[src/rtl/id_scoreboard_issue.sv]
// ID issue stage: IF/ID register plus per-register write-pending scoreboard for RAW stalls.
// Optional REGFILE_BYPASS_EN: write-through regfile, so pending writes clear one cycle earlier.
module id_scoreboard_issue #(
    parameter int unsigned WB_LAT   = 3,
    parameter int unsigned CNT_W    = 2,
    parameter logic [31:0] NOP_INST = 32'h00000013
) (
    input  logic        i_clk,
    input  logic        i_rst,
    input  logic [31:0] IF_inst,
    input  logic [31:0] IF_pc,
    input  logic        EX_br_sel,
    output logic        IF_stall,
    output logic [31:0] ID_inst,
    output logic [31:0] ID_pc,
    output logic        ID_issue,
    output logic [31:0] ID_sb_busy
);

    localparam logic [6:0] OpReg    = 7'b0110011;
    localparam logic [6:0] OpImm    = 7'b0010011;
    localparam logic [6:0] OpLoad   = 7'b0000011;
    localparam logic [6:0] OpJalr   = 7'b1100111;
    localparam logic [6:0] OpStore  = 7'b0100011;
    localparam logic [6:0] OpBranch = 7'b1100011;
    localparam logic [6:0] OpLui    = 7'b0110111;
    localparam logic [6:0] OpAuipc  = 7'b0010111;
    localparam logic [6:0] OpJal    = 7'b1101111;

`ifdef REGFILE_BYPASS_EN
    localparam int unsigned LoadVal = WB_LAT - 1;
`else
    localparam int unsigned LoadVal = WB_LAT;
`endif
    localparam logic [CNT_W-1:0] LoadCnt = CNT_W'(LoadVal);
    localparam logic             LoadOn  = (LoadVal != 0);

    logic             valid_q;
    logic [31:0]      inst_q;
    logic [31:0]      pc_q;
    logic [CNT_W-1:0] cnt_q [32];
    logic [CNT_W-1:0] cnt_d [32];

    logic [6:0]  opcode;
    logic [4:0]  rd;
    logic [4:0]  rs1;
    logic [4:0]  rs2;
    logic        use_rs1;
    logic        use_rs2;
    logic        writes_rd;
    logic [31:0] busy;
    logic        hazard;
    logic        load_en;

    assign opcode = inst_q[6:0];
    assign rd     = inst_q[11:7];
    assign rs1    = inst_q[19:15];
    assign rs2    = inst_q[24:20];

    always_comb begin
        use_rs1   = 1'b0;
        use_rs2   = 1'b0;
        writes_rd = 1'b0;
        case (opcode)
            OpReg: begin
                use_rs1   = 1'b1;
                use_rs2   = 1'b1;
                writes_rd = 1'b1;
            end
            OpImm, OpLoad, OpJalr: begin
                use_rs1   = 1'b1;
                writes_rd = 1'b1;
            end
            OpStore, OpBranch: begin
                use_rs1 = 1'b1;
                use_rs2 = 1'b1;
            end
            OpLui, OpAuipc, OpJal: writes_rd = 1'b1;
            default: ;
        endcase
    end

    // x0 is never busy: its counter is never loaded and its bit is forced low.
    always_comb begin
        busy = '0;
        for (int r = 1; r < 32; r++) begin
            busy[r] = (cnt_q[r] != '0);
        end
    end

    assign hazard   = valid_q & ((use_rs1 & busy[rs1]) | (use_rs2 & busy[rs2]));
    assign ID_issue = valid_q & ~hazard & ~EX_br_sel;
    assign IF_stall = valid_q & hazard & ~EX_br_sel;
    assign load_en  = ID_issue & writes_rd & (rd != 5'd0) & LoadOn;

    assign ID_inst    = inst_q;
    assign ID_pc      = pc_q;
    assign ID_sb_busy = busy;

    // A reload of a busy register overwrites its count (WAW); flushes never cancel entries.
    always_comb begin
        cnt_d[0] = '0;
        for (int r = 1; r < 32; r++) begin
            cnt_d[r] = cnt_q[r];
            if (load_en && (rd == 5'(r))) begin
                cnt_d[r] = LoadCnt;
            end else if (cnt_q[r] != '0) begin
                cnt_d[r] = cnt_q[r] - 1'b1;
            end
        end
    end

    always_ff @(posedge i_clk) begin
        if (i_rst) begin
            valid_q <= 1'b0;
            inst_q  <= NOP_INST;
            pc_q    <= '0;
            for (int r = 0; r < 32; r++) begin
                cnt_q[r] <= '0;
            end
        end else begin
            if (EX_br_sel) begin
                valid_q <= 1'b0;
                inst_q  <= NOP_INST;
            end else if (!IF_stall) begin
                valid_q <= 1'b1;
                inst_q  <= IF_inst;
                pc_q    <= IF_pc;
            end
            for (int r = 0; r < 32; r++) begin
                cnt_q[r] <= cnt_d[r];
            end
        end
    end

endmodule

[config.mk]
export PLATFORM = sky130hd
export DESIGN_NAME = id_scoreboard_issue
export DESIGN_NICKNAME = d
export VERILOG_FILES = /design/src/rtl/id_scoreboard_issue.sv
export SDC_FILE = /design/constraint.sdc
export NUM_CORES = 1
export LEC_CHECK = 0
export ABC_AREA = 1
export ABC_CLOCK_PERIOD_IN_PS = 2300
export CAP_MARGIN = 20
export CORE_AREA = 2 2 119 121
export CTS_CLUSTER_DIAMETER = 100
export DETAILED_ROUTE_END_ITERATION = 6
export DIE_AREA = 0 0 121 123
export PLACE_DENSITY = 0.8
export SETUP_SLACK_MARGIN = 0.4
export SLEW_MARGIN = 15
export SYNTH_ARGS = -nofsm -noshare
export SYNTH_HDL_FRONTEND = slang
export SYNTH_SLANG_ARGS = --single-unit
[constraint.sdc]
create_clock -name i_clk -period 2.3 [get_ports i_clk]
set_input_delay 0.46 -clock i_clk [delete_from_list [all_inputs] [get_ports i_clk]]
set_output_delay 0.46 -clock i_clk [all_outputs]
set_load 0.03 [all_outputs]
==> metrics.cfg <==
[route]
viasPerCell=5.971
num_vias=8162
final_antenna_net_count=0
post_drt_wl_per_cell_um=21.51
remaining_drc_errors=0
drt-initial-drc-count=809
first_pass_iters=6
routed_wl_um=29410

[final_layout]
area_delta_synth_final_pct=71.63
mostFrequentLayoutCells=141 x nand2_1, 98 x nor2_1, 76 x a21oi_2, 76 x buf_4, 68 x clkdlybuf4s50_1
drive_gt1_share_pct=45.78
layout.nets=1271
layout_commonest_cell=nand2_1
utilization_pct=84.04

[placed_design]
gp_congestion=0.9810
port_buffers=163
dpl.hpwl_um=13240

[worst_hold_path]
hold_path_class=register to register
hp-start=ID_pc[17]

[global_routing]
antenna_found_initial=2
grt_pass1_wl_um=35110
gr-total-overflow=0
track_usage_pct=30.31
grt_max_degree=65
first_global_vias=6922

[cts]
clock_latency_ps=440
root_buffer=clkbuf_16
cts.clk_slew.worst_paths_ps=60
numCtsBuffers=17
cts.sinks=127
cts_tree=built
clockBufferDepth=2
hold_buffers=0
htreeDepth=4

[flow_run]
maxCapViolations=0

[logic_synthesis]
avgSynthCellArea_um2=7.175
synth_edf_count=0
synth-xor-area-share_pct=4.074
syn_inst=929
synthArstFlopShare_pct=0
synth_area_leader_cell=dfxtp_1
synth_cell_types=29
syn_nets=1027
synth-seq-cells=127
synth_seq_area_share_pct=38.15
synthTopCellsByArea=dfxtp_1 38%, nand2_1 8.3%, nor2_1 6.7%
yosys.area_share.simple_pct=27.43
synth_adder_area_share_pct=5.819
synth_top_family_by_area=simple AND/OR/NAND/NOR gates
syn_area_um2=6665
ys.flop_type=dfxtp_1
synth_top_area_share_pct=38.15
muxShareOfSynthArea_pct=0
synth_compound_area_share_pct=13.31
ys_warn_count=0

[worst_setup_path]
critPathLaunchType=register
critPathMaxFanout=3
crit_path_end_kind=output pin
worstPathArrival_ps=2090
crit_required_ps=1840
critPathLaunch=cnt_q[0][27]
max_stage_delay_ps=350
critPathKind=register to output pin
slowest_stage=dfxtp_2
cp_cell_sequence=inv_1, ha_4, inv_4, nand2_1, nand3_1, nand3_2, nand3_1, nand2_1, nand2_2, nand3_2, nand2_4, nand2_4, clkinv_4, buf_6
r2r_slack_ps=-240
r2r-start=cnt_q[0][27]

[die]
rows=43
core_um2=13610
ios=165
dieArea_um2=14880
start_util_pct=48.97
die_x_um=121
die_y_um=123

[timing]
period_share_pct=111.0
fin_ws_ps=-253.4
rsz0062_at_grt=yes
setup-tns-final_ps=-11260
hold_viol=0
worst_slew_pin_slew_ps=1035
max_slew_margin_pct=30.97
max_freq_mhz=391.6
clock_skew_ps=8.875
holdWs_ps=480.4
fin_crit_ps=2553
slew_violations=0
setup_violations=101

[power_and_ir_drop]
peakVddDrop_mv=0.7122
report.power.total_w=0.01332
p_leak_nw=4.864
powerDensity_nw_per_um2=1164

[run_status]
violations=negative setup slack
status=finished, violations left

-- flip-flops by register name, indices dropped and copies added, names as in the netlist --
| signal | count |
|---|---|
| ID_inst | 32 |
| ID_pc | 32 |
| cnt_q | 62 |
| valid_q | 1 |
-- cell families after synthesis --
logic type / Yosys count
simple gates: 408
buf+inv: 170
compound gates: 161
fa+ha+maj: 31
flops: 127
other cells: 1
xor+xnor: 31
-- repair_timing --
action	4_1_cts	5_1_grt
cloned	8	4
resized for setup	319	266
pin swaps	44	56
setup buffers	62	21
setup endpoints to repair	207	158
-- layer usage --
metal	vias up	wire, µm	global-route usage [%]
met5	-	18	0
met4	2	2105	14.10
met3	203	3259	10.15
met2	668	14350	52.56
met1	3803	9678	33.57
li1	3486	-	-
-- worst max-delay path: cells and delay by family (launching register included) --
family	cells	cell delay, ps
adders and majority gates	1	180
DFF	1	350
and+or+nand+nor	9	830
buffers and inverters	4	310
-- power by group --
part / switching (W) / internal (W)
Clock: 0.00106 / 0.00189
Combinational: 0.00407 / 0.00308
Sequential: 0.000413 / 0.00280
-- worst paths after layout --
check / endpoint / cells after the start
min: ID_pc[17] / 2
max reg2reg: cnt_q[0][2] / 19
max: IF_stall / 14
min reg2reg: ID_pc[17] / 2
-- synth_stat cells, types with 3 or more instances --
library cell	n
a21oi_1	75
a21oi_2	20
buf_2	9
buf_4	8
buf_6	8
clkbuf_1	23
dfxtp_1	127
ha_1	31
inv_1	115
inv_2	3
nand2_1	148
nand3_1	88
nand3b_1	32
nor2_1	119
nor3_1	12
o21ai_0	59
o21ai_1	4
xor2_1	31
-- layout make-up --
type / count / area, µm²
diodes: 1 / 2.502
clock buffers: 22 / 474.2
clock inverters: 10 / 158.9
fillers: 657 / 2172
inverters: 120 / 538.0
multi-input cells: 633 / 4671
flip-flops and latches: 127 / 2640
well taps: 180 / 225.2
repair buffers: 274 / 2730
-- stage by stage --
| stage | setup slack (ps) | instances | area (µm²) |
|---|---|---|---|
| 4_1_cts | -64.60 | 1341 | 10400 |
| 3_5_place_dp | 213.9 | 1239 | 8655 |
| 6_report | -253.4 | 1367 | 11440 |
| 5_1_grt | -307.1 | 1367 | 11440 |
| 3_3_place_gp | 248.4 | 1239 | 8655 |
| 2_1_floorplan | 319.0 | 929 | 6922 |
(Power assumes the default switching activity.)
==> edit 1: new RTL, same settings <==
The option `REGFILE_BYPASS_EN` is turned on by a define.
--- a/src/rtl/id_scoreboard_issue.sv
+++ b/src/rtl/id_scoreboard_issue.sv
@@ -1,4 +1,6 @@
 // ID issue stage: IF/ID register plus per-register write-pending scoreboard for RAW stalls.
 // Optional REGFILE_BYPASS_EN: write-through regfile, so pending writes clear one cycle earlier.
+`define REGFILE_BYPASS_EN
+
 module id_scoreboard_issue #(
     parameter int unsigned WB_LAT   = 3,
Check against the original RTL: not equivalent (Yosys sat finds a counterexample within 10 cycles, from zero or initial values and one cycle with i_rst high).
==> edit 1 against the original RTL <==
- the run still ends with setup timing left
- setup slack gained 0.065 ns
- sequential cell count is the same
- critical path depth shrank 9
- count of clock-buffer cells in the layout shrank 2
- area after synthesis shrank 7.3%
- cell area shrank 12%
- wire length shrank 24%
Power is not compared: it rests on default switching activity, and its combinational part moved more than twofold at a synthesized area within 25%.
==> edit 1: results (changes against the original RTL) <==
cells_and_area:
  drive_above_1_share: 0.281  # -0.177
  diodes: 0  # -1
  finalNetCount: 1161  # -8.7%
sta:
  tightest_slew_ns: 0.762  # -0.274 ns
  layout_setup_ws_ns: -0.189  # +0.0648 ns
  clock_skew_ns: 0.00801  # -0.000860 ns
  setup_viol: 51  # -50%
setup_path:
  worstPathArrival_ns: 2.03  # -0.06 ns
  cp-startpoint: "valid_q"
  max_stage_delay_ns: 0.81  # +0.46 ns
drt:
  wl_per_cell_microns: 17.4  # -19%
  met2_length_microns: 11000  # -24%
  avgViaCountPerCell: 5.43  # -9.1%
  drt-initial-drc-count: 584  # -28%
  wl_met3_microns: 2050  # -37%
  drt-met1-wl_microns: 8440  # -13%
  top_layer: "met4"
placed_design:
  dpl_worst_slack_ns: 0.237  # +0.0233 ns
  hpwl_microns: 12000  # -9.2%
  place_congestion: 0.893  # -8.9%
yosys:
  synth.distinct_cells: 32  # +10%
  synth_adder_area_share: 0  # -0.0582
  ys_seq_area_frac: 0.411  # +0.0300
  synth.area.top_cells: "dfxtp_1 41%, nand2_1 14%, nor2_1 8.6%, nand3_1 5.4%, inv_1 4.6%"
  synthTopCellsByCount: "230 x nand2_1, 141 x nor2_1, 127 x dfxtp_1"
  synth-compound-area-share: 0.0887  # -0.0444
  synth_nets: 955  # -7.0%
global_route:
  antenna_found_initial: 0  # -2
  grt.total_usage: 0.249  # -0.0541
  grt_max_degree: 55  # -15%
  grt_pass1_vias: 5952  # -14%
  grt_pass1_wl_microns: 29200  # -17%
hold_path:
  hold_start: "cnt_q[0][49]"
outcome:
  violations: "setup timing"
  outcome: "finished, violations left"
clock_network:
  clock_latency_ns: 0.42  # -0.02 ns
edit 1: cell count changes after synthesis, sizes merged, moves of 7 or more:
| cell | unedited run | this run |
|---|---|---|
| o21ai | 63 | 30 |
| ha | 31 | 0 |
| xor2 | 31 | 0 |
| a21oi | 95 | 63 |
| inv | 120 | 79 |
| nor2 | 120 | 152 |
| nand2 | 151 | 233 |
| clkbuf | 23 | 16 |
edit 1: final cells by class:
cell class / count / area (sq um)
fillers: 942 / 3570
clock buffers: 20 / 467
clock inverters: 12 / 188
inverters: 79 / 312
flip-flops and latches: 127 / 2570
well taps: 180 / 225
multi-input cells: 636 / 3730
repair buffers: 233 / 2540
edit 1: final timing paths:
path                       end  slack (ns)  cells after the start
setup / recovery      ID_issue       -0.19                      5
hold / removal    cnt_q[0][48]        0.45                      2
setup reg to reg  cnt_q[0][62]       -0.12                     11
hold reg to reg   cnt_q[0][48]        0.45                      2
edit 1: cells by family (layout without fill, tap and decap cells):
| kind of cell | after synthesis | in the layout |
|---|---|---|
| flip-flops | 127 | 127 |
| other | 1 | 1 |
| buffers and inverters | 128 | 344 |
| AO/OA/AOI/OAI | 99 | 99 |
| AND/OR/NAND/NOR | 533 | 536 |
edit 1: what timing repair did:
item                                    in CTS  in global routing
buffers inserted                            17                 13
endpoints found under the setup margin     157                149
cloned                                       2                 17
pin swaps                                   39                 43
resized for setup                          187                153
edit 1: metal layers:
layer | track usage | vias up
met2 | 0.422 | 402
met4 | 0.117 | 0
met3 | 0.0756 | 82
li1 | - | 3245
met5 | 0 | -
met1 | 0.288 | 3254
edit 1: stage by stage:
stage	instances	cell area [sq um]	setup TNS (ns)	utilization	power (mW)
floorplan	888	6200	0	-	2.85
global placement	1206	7970	0	0.585	3.17
detailed placement	1206	7970	0	0.585	3.18
CTS	1257	9170	-0.0995	0.673	6.17
global route	1287	10000	-7.74	0.737	6.50
finish	1287	10000	-2.62	0.737	6.30
edit 1: worst max-delay path: cells and delay by family (launching register included):
kind                   cells  cell delay, ns
flip-flops                 1            0.81
AND/OR/NAND/NOR            2            0.38
buffers and inverters      3            0.41
edit 1: power by group through the flow:
stage / logic [mW] / registers [mW] / clock network (mW)
2_1_floorplan: 0.351 / 2.50 / 0
3_3_place_gp: 0.799 / 2.37 / 0
3_5_place_dp: 0.805 / 2.37 / 0
4_1_cts: 0.863 / 2.32 / 2.99
5_1_grt: 1.07 / 2.34 / 3.09
6_report: 1.00 / 2.34 / 2.96
==> edit 2: new RTL, same settings <==
Without the edit above. Reset style: asynchronous (`i_rst`), changed in one clocked block.
--- a/src/rtl/id_scoreboard_issue.sv
+++ b/src/rtl/id_scoreboard_issue.sv
@@ -111,5 +111,5 @@
     end
 
-    always_ff @(posedge i_clk) begin
+    always_ff @(posedge i_clk or posedge i_rst) begin
         if (i_rst) begin
             valid_q <= 1'b0;
Check against the original RTL: differs if i_rst is asserted again (counterexample within 4 cycles, from zero or initial values and one cycle with i_rst high); with i_rst held inactive, the same outputs for 4 cycles.
==> edit 2 against the original RTL <==
- the flow finishes with violations (DRC, setup timing)
- maximum frequency shrank 3.3%
- non-clock buffer count is 4 lower
- total power rose by 5.4%
- synthesized cell count decreased by 4.6%
- area after synthesis is 2.5% higher
- wire length fell by 2.4%
- setup slack worse by 0.087 ns
- register-to-register slack gained 0.08 ns
- cell area is 0.36% higher
- sequential cell count is the same
- clock power fell by 3%
- sequential power rose by 8.4%
- critical endpoint is now ID_issue
==> edit 2: results (changes against the original RTL) <==
outcome:
  violations: "DRC, setup timing"
  outcome: "finished, violations left"
drt:
  met2_length_microns: 14100  # -1.9%
  drc: 2  # +2
  wl_per_cell_microns: 21.6  # +0.29%
  wl_met3_microns: 2890  # -11%
  drt-met1-wl_microns: 9560  # -1.3%
  avgViaCountPerCell: 5.76  # -3.5%
global_route:
  met2_usage: 0.511  # -0.0144
  grt.total_usage: 0.308  # +0.00494
  grtUsageMet1: 0.360  # +0.0244
yosys:
  synthCells: 886  # -4.6%
  synth-compound-area-share: 0.0269  # -0.106
  synthTopCellsByCount: "306 x nand2_1, 152 x nand3_1, 124 x dfrtp_1"
  ys_seq_area_frac: 0.466  # +0.0843
placed_design:
  placed_cell_area_sq_um: 8650  # about the same
  place_congestion: 0.902  # -8.0%
setup_path:
  r2r_slack_ns: -0.16  # +0.08 ns
  max_stage_delay_ns: 0.39  # +0.04 ns
  worstReg2RegStart: "cnt_q[2]"
power:
  ir_worst_vdd_uv: 621  # -13%
  pg_comb_mw: 7.68  # +7.4%
  power.share.sequential: 0.248  # +0.007
cells_and_area:
  n_fill_cell: 711  # +8.2%
  multi_input_area_sq_um: 4170  # -11%
sta:
  setup_viol: 63  # -38%
  layout_setup_ws_ns: -0.340  # -0.0867 ns
==> edit 2: cell types whose count changed after synthesis, moves of 4 or more <==
cell / change
clkbuf_1: -16
a21oi_1: -75
nor2_1: -90
nand3_1: +64
o21ai_1: -4
dfrtp_1: +124
o21ai_0: -25
nand2_1: +158
dfxtp_1: -127
a21oi_2: -20
nand3b_1: -32
==> edit 2: worst min path at each step <==
stage	slack, ns	start	cells after the start	to
after floorplan	0.48	cnt_q[46]	2	cnt_q[46]
after global placement	0.45	ID_pc[0]	2	ID_pc[0]
after detailed placement	0.46	ID_pc[10]	2	ID_pc[10]
after CTS	0.47	ID_pc[10]	2	ID_pc[10]
after global routing	0.50	ID_pc[21]	2	ID_pc[21]
final	0.48	ID_pc[22]	2	ID_pc[22]
==> edit 2: tightest hold or removal path: stages, from the launching register on <==
cell and delay, ns:
dfrtp_1 0.34, nand2_1 0.05, nand2_1 0.05
==> edit 2: timing repair <==
item / 4_1_cts / 5_1_grt
buffers inserted: 52 / 23
pin swaps: 32 / 51
hold buffers: 0 / 0
resized for setup: 282 / 297
cloned: 5 / 12
setup endpoints to repair: 223 / 170
==> edit 2: kinds of logic (layout without fill, tap and decap cells) <==
kind of cell | after synthesis | in the layout
AO/OA/AOI/OAI | 36 | 36
adder cells (fa/ha/maj) | 31 | 31
buffers and inverters | 157 | 421
other | 1 | 1
flip-flops | 127 | 127
XOR/XNOR | 31 | 31
AND/OR/NAND/NOR | 503 | 503
==> edit 2: area by class of cell <==
| type | count | area share |
|---|---|---|
| Clock buffer | 24 | 0.0411 |
| Clock inverter | 7 | 0.0118 |
| Inverter | 120 | 0.0424 |
| Multi-Input combinational cell | 602 | 0.363 |
| Sequential cell | 127 | 0.278 |
| Tap cell | 180 | 0.0196 |
| Timing Repair Buffer | 270 | 0.245 |
